## src/rtl/pass_sched_ctrl.sv

```systemverilog
// Layer-level pass scheduler: walks one convolution layer as a set of passes
// over input-channel groups (inner loop) and output-channel groups (outer
// loop). Each pass runs the GLB loaders, then PE compute, then psum store.
// Every output is registered.
module pass_sched_ctrl #(
  parameter int W_PASS_CNT = 16
) (
  input  logic                  i_clk,
  input  logic                  i_rst,
  input  logic                  i_start,
  input  logic [9:0]            i_layer_C,
  input  logic [8:0]            i_layer_M,
  input  logic [2:0]            i_layer_p,
  input  logic [2:0]            i_layer_q,
  input  logic [1:0]            i_layer_r,
  input  logic [1:0]            i_layer_t,
  output logic                  o_ifmap_start,
  input  logic                  i_ifmap_done,
  output logic                  o_filt_start,
  input  logic                  i_filt_done,
  output logic                  o_pe_start,
  input  logic                  i_pe_done,
  output logic                  o_psum_start,
  input  logic                  i_psum_done,
  output logic [9:0]            o_c_base,
  output logic [8:0]            o_m_base,
  output logic                  o_first_cpass,
  output logic                  o_last_cpass,
  output logic                  o_busy,
  output logic                  o_layer_done,
  output logic                  o_cfg_err,
  output logic [W_PASS_CNT-1:0] o_pass_cnt
);

  typedef enum logic [2:0] {
    IDLE    = 3'd0,
    LOAD    = 3'd1,
    COMPUTE = 3'd2,
    STORE   = 3'd3,
    NEXT    = 3'd4,
    DONE    = 3'd5
  } state_t;

  state_t state, state_d;

  // Latched layer geometry and per-pass group steps
  logic [9:0] c_lim, c_lim_d;
  logic [8:0] m_lim, m_lim_d;
  logic [4:0] cstep, cstep_d;
  logic [4:0] mstep, mstep_d;
  logic       err, err_d;

  // Sticky loader-done flags for the current LOAD phase
  logic ifmap_ok, ifmap_ok_d;
  logic filt_ok, filt_ok_d;
  logic ifmap_now, filt_now;

  // Next values of the registered outputs
  logic                  ifmap_start_d, filt_start_d, pe_start_d, psum_start_d;
  logic [9:0]            c_base_d;
  logic [8:0]            m_base_d;
  logic                  first_d, last_d, busy_d, layer_done_d, cfg_err_d;
  logic [W_PASS_CNT-1:0] pass_cnt_d;

  // Widened sums so base+step never wraps before the limit compare
  logic [10:0] c_sum;
  logic [9:0]  m_sum;

  // State register
  always_ff @(posedge i_clk) begin
    if (i_rst) state <= IDLE;
    else       state <= state_d;
  end

  // Next-state, datapath and output-pulse decode
  always_comb begin
    state_d       = state;
    c_lim_d       = c_lim;
    m_lim_d       = m_lim;
    cstep_d       = cstep;
    mstep_d       = mstep;
    err_d         = err;
    ifmap_ok_d    = ifmap_ok;
    filt_ok_d     = filt_ok;
    ifmap_start_d = 1'b0;
    filt_start_d  = 1'b0;
    pe_start_d    = 1'b0;
    psum_start_d  = 1'b0;
    layer_done_d  = 1'b0;
    cfg_err_d     = 1'b0;
    c_base_d      = o_c_base;
    m_base_d      = o_m_base;
    pass_cnt_d    = o_pass_cnt;
    c_sum         = {1'b0, o_c_base} + {6'b0, cstep};
    m_sum         = {1'b0, o_m_base} + {5'b0, mstep};
    // A done seen in the same cycle as its start pulse belongs to nothing
    ifmap_now     = ifmap_ok | (i_ifmap_done & ~o_ifmap_start);
    filt_now      = filt_ok  | (i_filt_done  & ~o_filt_start);

    case (state)
      IDLE: begin
        if (i_start) begin
          c_lim_d    = i_layer_C;
          m_lim_d    = i_layer_M;
          cstep_d    = {2'b0, i_layer_q} * {3'b0, i_layer_r};
          mstep_d    = {2'b0, i_layer_p} * {3'b0, i_layer_t};
          c_base_d   = '0;
          m_base_d   = '0;
          pass_cnt_d = '0;
          ifmap_ok_d = 1'b0;
          filt_ok_d  = 1'b0;
          if (cstep_d == 5'd0 || mstep_d == 5'd0) begin
            // A zero step would never terminate: reject without any starts
            err_d   = 1'b1;
            state_d = DONE;
          end else begin
            err_d         = 1'b0;
            state_d       = LOAD;
            ifmap_start_d = 1'b1;
            filt_start_d  = 1'b1;
          end
        end
      end
      LOAD: begin
        if (ifmap_now && filt_now) begin
          state_d    = COMPUTE;
          pe_start_d = 1'b1;
          ifmap_ok_d = 1'b0;
          filt_ok_d  = 1'b0;
        end else begin
          ifmap_ok_d = ifmap_now;
          filt_ok_d  = filt_now;
        end
      end
      COMPUTE: begin
        if (i_pe_done && !o_pe_start) begin
          state_d      = STORE;
          psum_start_d = 1'b1;
        end
      end
      STORE: begin
        if (i_psum_done && !o_psum_start) begin
          state_d = NEXT;
          if (o_pass_cnt != '1)
            pass_cnt_d = o_pass_cnt + {{(W_PASS_CNT-1){1'b0}}, 1'b1};
        end
      end
      NEXT: begin
        if (c_sum < {1'b0, c_lim}) begin
          c_base_d      = c_sum[9:0];
          state_d       = LOAD;
          ifmap_start_d = 1'b1;
          filt_start_d  = 1'b1;
        end else begin
          c_base_d = '0;
          if (m_sum < {1'b0, m_lim}) begin
            m_base_d      = m_sum[8:0];
            state_d       = LOAD;
            ifmap_start_d = 1'b1;
            filt_start_d  = 1'b1;
          end else begin
            state_d = DONE;
          end
        end
      end
      DONE: begin
        layer_done_d = 1'b1;
        cfg_err_d    = err;
        state_d      = IDLE;
      end
      default: state_d = IDLE;
    endcase

    // Pass flags follow the base they describe
    first_d = (c_base_d == 10'd0);
    last_d  = (({1'b0, c_base_d} + {6'b0, cstep_d}) >= {1'b0, c_lim_d});
    busy_d  = (state_d != IDLE);
  end

  // Registered datapath and outputs
  always_ff @(posedge i_clk) begin
    if (i_rst) begin
      c_lim         <= '0;
      m_lim         <= '0;
      cstep         <= '0;
      mstep         <= '0;
      err           <= 1'b0;
      ifmap_ok      <= 1'b0;
      filt_ok       <= 1'b0;
      o_ifmap_start <= 1'b0;
      o_filt_start  <= 1'b0;
      o_pe_start    <= 1'b0;
      o_psum_start  <= 1'b0;
      o_c_base      <= '0;
      o_m_base      <= '0;
      o_first_cpass <= 1'b0;
      o_last_cpass  <= 1'b0;
      o_busy        <= 1'b0;
      o_layer_done  <= 1'b0;
      o_cfg_err     <= 1'b0;
      o_pass_cnt    <= '0;
    end else begin
      c_lim         <= c_lim_d;
      m_lim         <= m_lim_d;
      cstep         <= cstep_d;
      mstep         <= mstep_d;
      err           <= err_d;
      ifmap_ok      <= ifmap_ok_d;
      filt_ok       <= filt_ok_d;
      o_ifmap_start <= ifmap_start_d;
      o_filt_start  <= filt_start_d;
      o_pe_start    <= pe_start_d;
      o_psum_start  <= psum_start_d;
      o_c_base      <= c_base_d;
      o_m_base      <= m_base_d;
      o_first_cpass <= first_d;
      o_last_cpass  <= last_d;
      o_busy        <= busy_d;
      o_layer_done  <= layer_done_d;
      o_cfg_err     <= cfg_err_d;
      o_pass_cnt    <= pass_cnt_d;
    end
  end

endmodule

```

## config.mk

```make
export PLATFORM = sky130hd
export DESIGN_NAME = pass_sched_ctrl
export DESIGN_NICKNAME = d
export VERILOG_FILES = /design/src/rtl/pass_sched_ctrl.sv
export SDC_FILE = /design/constraint.sdc
export NUM_CORES = 1
export LEC_CHECK = 0
export CAP_MARGIN = 0
export CORE_MARGIN = 2
export CORE_UTILIZATION = 48
export CTS_CLUSTER_DIAMETER = 120
export CTS_CLUSTER_SIZE = 10
export DETAILED_ROUTE_END_ITERATION = 6
export GPL_ROUTABILITY_DRIVEN = 0
export PLACE_DENSITY_LB_ADDON = 0.15
export SLEW_MARGIN = 20
export SYNTH_ARGS = -nofsm -noshare
export SYNTH_HDL_FRONTEND = slang
export SYNTH_SLANG_ARGS = --single-unit
```

## constraint.sdc

```tcl
create_clock -name i_clk -period 5.1 [get_ports i_clk]
set_input_delay 0.51 -clock i_clk [delete_from_list [all_inputs] [get_ports i_clk]]
set_output_delay 0.51 -clock i_clk [all_outputs]
set_load 0.03 [all_outputs]
```

Word-level counts from Yosys, hierarchy flattened
Index checks and enable logic that the tools add are counted.
{"block": "classes", "add_sub_neg": 4, "mul": 2, "div_mod_pow": 0, "magnitude_cmp": 3, "n_eq_ne": 11, "shift": 0, "muxes": 37, "bitwise": 8, "n_reduce_logical": 21}
{"op": "$mux W16", "count": 3}
{"op": "$mux W10", "count": 4}
{"op": "$pmux W16 S2", "count": 1}
{"op": "$mux W9", "count": 3}
{"op": "$add A10 B5 Y11", "count": 2}
{"op": "$mux W3", "count": 7}
{"op": "$pmux W10 S2", "count": 1}
{"op": "$pmux W9 S2", "count": 1}
{"op": "$add A16 B1 Y16 const B", "count": 1}
{"op": "$ne A16 B16 Y1 const B", "count": 1}
{"op": "$pmux W3 S5", "count": 1}
{"op": "$ge A11 B10 Y1", "count": 1}
{"op": "$lt A11 B10 Y1", "count": 1}
{"op": "$mux W1", "count": 11}
{"op": "$add A9 B5 Y10", "count": 1}
{"op": "$logic_not A10 Y1", "count": 1}
{"op": "$logic_not A5 Y1", "count": 2}
{"op": "$lt A10 B9 Y1", "count": 1}
{"op": "$mul A3 B2 Y5", "count": 2}
{"op": "$mux W5", "count": 2}
{"op": "$ne A2 B2 Y1 const B", "count": 5}
{"op": "$reduce_and A4 Y1", "count": 2}
{"op": "$eq A3 B2 Y1 const B", "count": 2}
{"op": "$eq A3 B3 Y1 const B", "count": 2}
{"op": "13 further kinds", "count": 28}
{"block": "word_totals", "register_bits": 78, "latchBits": 0, "ramBits": 0, "mem_bits_ro": 0, "in_bits": 36, "output_inout_bits": 44, "word_cells": 105, "n_memories": 0}

Longest topological paths before layout
{"block": "depth", "word_depth": 7, "ltp_mapped": 29, "ltp_nobuf": 28}

Worst setup path after synthesis
OpenSTA, ideal clock, no wires.
{"block": "synth_path", "kind": "flip-flop to flip-flop", "from": "reg o_c_base[0]", "to": "reg o_last_cpass", "setup_time_ns": 0.136, "arrival_time_ns": 5.258, "required_ns": 4.964, "slack_ns": -0.293, "path_stages_with_launch": 28, "period_less_slack_ns": 5.393, "path_cell_list": "dfxtp_1 > ha_1 > fa_1 > a211oi_1 > o21bai_1 > and2_1 > xor2_1 > ha_1 > o21ai_0 > o21ai_0 > a21oi_1 > o21a_1 > and2_1 > clkbuf_1 > a22o_1 > ha_1 > fa_1 > a21o_1 > a21oi_1 > nor2b_1 > o21ai_0 > nand3b_1 > xnor2_1 > ha_1 > a21o_1 > a21oi_1 > o21a_1 > o32ai_1"}
{"block": "synth_via", "elab_chain_len": 6}
{"element": "start, declared", "line_no": "25", "rtl": "output logic [9:0] o_c_base,"}
{"element": "start signal, assigned", "line_no": "214", "rtl": "o_c_base <= c_base_d;"}
{"element": "$add A10 B5 Y11", "line_no": "94", "rtl": "c_sum = {1'b0, o_c_base} + {6'b0, cstep};"}
{"element": "$lt A11 B10 Y1", "line_no": "149", "rtl": "if (c_sum < {1'b0, c_lim}) begin"}
{"element": "$mux W10", "line_no": "149"}
{"element": "$pmux W10 S2 (*)", "line_no": "100", "rtl": "case (state)"}
{"element": "via c_base_d[0]", "line_no": "60", "rtl": "logic [9:0] c_base_d;"}
{"element": "$add A10 B5 Y11 (*)", "line_no": "176", "rtl": "last_d = (({1'b0, c_base_d} + {6'b0, cstep_d}) >= {1'b0, c_lim_d});"}
{"element": "$ge A11 B10 Y1 (*)", "line_no": "176"}
{"element": "end signal, assigned", "line_no": "217", "rtl": "o_last_cpass <= last_d;"}
{"element": "end, declared", "line_no": "28", "rtl": "output logic o_last_cpass,"}
Mark *: on every way through the listed nets, which the timed path passes. The rest lies on a longest branch.
A chain may end at the register's enable or synchronous reset.

Worst setup path after layout
Same ends and word-level chain as after synthesis.

==> flow_summary_export.csv <==
group,metric,value,unit
place,dp_hpwl,8500,um
synthesis,avgSynthCellArea,8.17,sq um
setup_path,reg2reg_depth,26,
global_routing,grt_first_pass_wirelength,19100,um
global_routing,grt_usage,0.228,
die,ios,80,
synthesis,yosysUniqueCellTypes,53,
setup_path,r2r_setup_slack,90,ps
timing,final.setup.tns,0,ps
global_routing,use_met1,0.287,
layout,drive_above_1_share,0.0983,
layout,fillCellCount,831,
place,place_area,5610,sq um
timing,setup_viol,0,
layout,finalNonFillerCells,790,
power,cellPowerDensity,245,nW/um^2
setup_path,end_kind,"register",
setup_path,cp_max_fo,4,
global_routing,grt_pass1_vias,4239,
synthesis,synth_most_common_cell,"dfxtp_1",
synthesis,async_flop_share,0,
synthesis,syn-num-nets,658,
global_routing,grtUsageMet3,0.0308,
worst_hold_path,hold_class,"reg2reg",
routing,drtPass1Iterations,4,
timing,tightest_slew,718,ps
clock_network,numCtsBuffers,9,
synthesis,synthTopCellsByArea,"dfxtp_1 (34%), ha_1 (13%), nand2_1 (5.7%)",
routing,via_per_inst,5.36,
setup_path,arrival,5230,ps
global_routing,grt_overflow,0,
setup_path,critPathLaunchType,"register",
routing,drtIter0Drc,144,
clock_network,cts_root_buf,"clkbuf_8",
power,power.leakage,2.38,nW
layout,antennaDiodeCount,0,
setup_path,r2r-start,"o_c_base[0]",
routing,drc,0,
timing,finalHoldViolCount,0,
die,die_h,102,um
routing,final_antenna_net_count,0,
clock_network,htreeDepth,3,
power,ir_worst_vdd,0.000149,V
die,core,9330,sq um
clock_network,clkTransAtPathRegs,90,ps
flow_run,maxCapViolations,0,
timing,rsz0062_at_grt,"true",
layout,fin_area,5950,sq um
timing,period_needed,5010,ps
routing,via_count,4232,
die,rows,35,
clock_network,cts_tree,"done",
layout,synthToLayoutAreaGrowth,27.9,%
routing,wire_per_inst,14.4,um
die,initial_core_util,0.499,
clock_network,hold_buffers,0,
layout,final_net_count,744,
place,place.port_buffers,79,
synthesis,yosysTopAreaCell,"dfxtp_1",
timing,holdWs,458,ps
power,power.total,1.46,mW
timing,slew_headroom,0.520,
global_routing,grt_util_met2,0.393,
clock_network,cts_max_path_buffers,2,
setup_path,critPathRequiredTime,5320,ps
global_routing,antenna_found_initial,0,
die,dieArea,10500,sq um
setup_path,r2r-end,"o_last_cpass",
run_status,status,"complete, no violations",
timing,period_share,0.983,
setup_path,startpoint,"o_c_base[0]",
synthesis,ys_warn_count,0,
clock_network,cts_sinks,78,
synthesis,synth_seq_cells,78,
synthesis,synth_cells,570,
synthesis,netlist_area,4650,sq um
routing,drt-total-wl,11400,um
setup_path,criticalPathCategory,"reg2reg",
setup_path,crit_end,"o_last_cpass",
global_routing,grt_most_used_layer,"met2",
place,placedCellCount,767,
clock_network,insertion_delay,350,ps
synthesis,ys_seq_area_frac,0.335,
synthesis,post-synth-top-area-fraction,0.335,
global_routing,grt_max_degree,45,
synthesis,synth_edf_count,0,
synthesis,ys.flop_type,"dfxtp_1",
synthesis,synth_commonest_cells,"dfxtp_1 (78), nand2_1 (71), nor2_1 (62)",
timing,final-max-slew-violation-count,0,
timing,clock.fmax,200,MHz
timing,fin_worst_skew,12.0,ps
die,fp.dieW,102,um
## through the flow
| step | utilization | setup WS [ps] |
|---|---|---|
| detailed placement | 0.601 | -103 |
| finish | 0.638 | 88.1 |
| floorplan | - | 35.6 |
| global placement | 0.601 | 58.6 |
| CTS | 0.626 | 7.55 |
| global route | 0.638 | -181 |
## worst max-delay path, cell delays in order (launching register included)
cell and delay (ps):
dfxtp_4 370, ha_4 170, fa_2 370, a211oi_2 190
o21bai_1 130, and2_4 190, xor2_1 140, ha_1 310
o21ai_1 60, o21ai_1 170, a21oi_2 60, o21a_1 190
and2_4 160, a22o_1 200, ha_2 200, fa_2 360
a21o_1 170, a21oi_2 150, nor2b_1 70, o21ai_1 150
nand3b_1 160, xnor2_1 90, ha_1 310, a21o_1 190
a21oi_2 120, o21a_1 130, o32ai_1 80
## cells in the final DEF, fill, tap and decap left out, drive strengths merged, types with 4 or more instances in the layout
master          n
nand2b          9
o21bai          4
clkbuf          9
xor2           20
a22o            4
nand3          14
nand3b          5
a21oi          53
dfxtp          78
nand4           7
nand2          71
nor4            4
xnor2          18
a31oi           4
nor2           62
o21ai          24
buf            17
clkdlybuf4s50  78
fa              5
a211oi          9
o21a            5
ha             47
and2           12
a21o            7
nor3            6
nor2b          19
inv            34
## logic make-up after synthesis
| logic type | after synthesis | share of synthesized area |
|---|---|---|
| compound gates | 126 | 0.168 |
| xor+xnor | 38 | 0.0715 |
| fa+ha+maj | 52 | 0.148 |
| buf+inv | 49 | 0.0406 |
| flops | 78 | 0.335 |
| mux | 3 | 0.00645 |
| simple gates | 224 | 0.230 |
## sequential cells by signal (all words and copies together) (netlist names)
register / cells
o_m_base: 9
o_layer_done: 1
o_cfg_err: 1
o_pe_start: 1
o_filt_start: 1
mstep: 5
o_psum_start: 1
err: 1
filt_ok: 1
m_lim: 9
o_busy: 1
o_last_cpass: 1
o_first_cpass: 1
o_c_base: 10
cstep: 5
ifmap_ok: 1
o_pass_cnt: 16
c_lim: 10
state: 3
## per-layer routing
layer / up-vias / share of wire
met5: - / 0
met1: 1973 / 0.46
met3: 26 / 0.036
met2: 89 / 0.48
met4: 0 / 0.025
li1: 2144 / -
## area by class of cell
type | count | area (sq um) | share of cell area
flip-flops and latches | 78 | 1570 | 0.263
repair buffers | 95 | 906 | 0.152
multi-input cells | 443 | 3020 | 0.508
well taps | 129 | 161 | 0.0271
clock buffers | 9 | 124 | 0.0208
clock inverters | 7 | 62.6 | 0.0105
inverters | 29 | 109 | 0.0183
## worst min path at each step
stage | start | to | slack [ps] | depth (start not counted)
after detailed placement | err | o_cfg_err | 450 | 1
after global placement | ifmap_ok | ifmap_ok | 440 | 2
after global routing | m_lim[0] | m_lim[0] | 480 | 2
after CTS | m_lim[0] | m_lim[0] | 460 | 2
after floorplan | err | o_cfg_err | 430 | 1
final | m_lim[0] | m_lim[0] | 460 | 2
## power breakdown
group / internal (mW) / leakage (nW) / switching (mW)
combinational: 0.148 / 1.66 / 0.201
sequential: 0.637 / 0.635 / 0.0182
clock: 0.188 / 0.0931 / 0.264
## timing repair
action	CTS	global route
gates cloned	0	0
setup endpoints to repair	1	1
buffers inserted	3	4
resized for setup	7	19
pin swaps	6	20
Note: power is estimated with default switching activity, not from simulation.
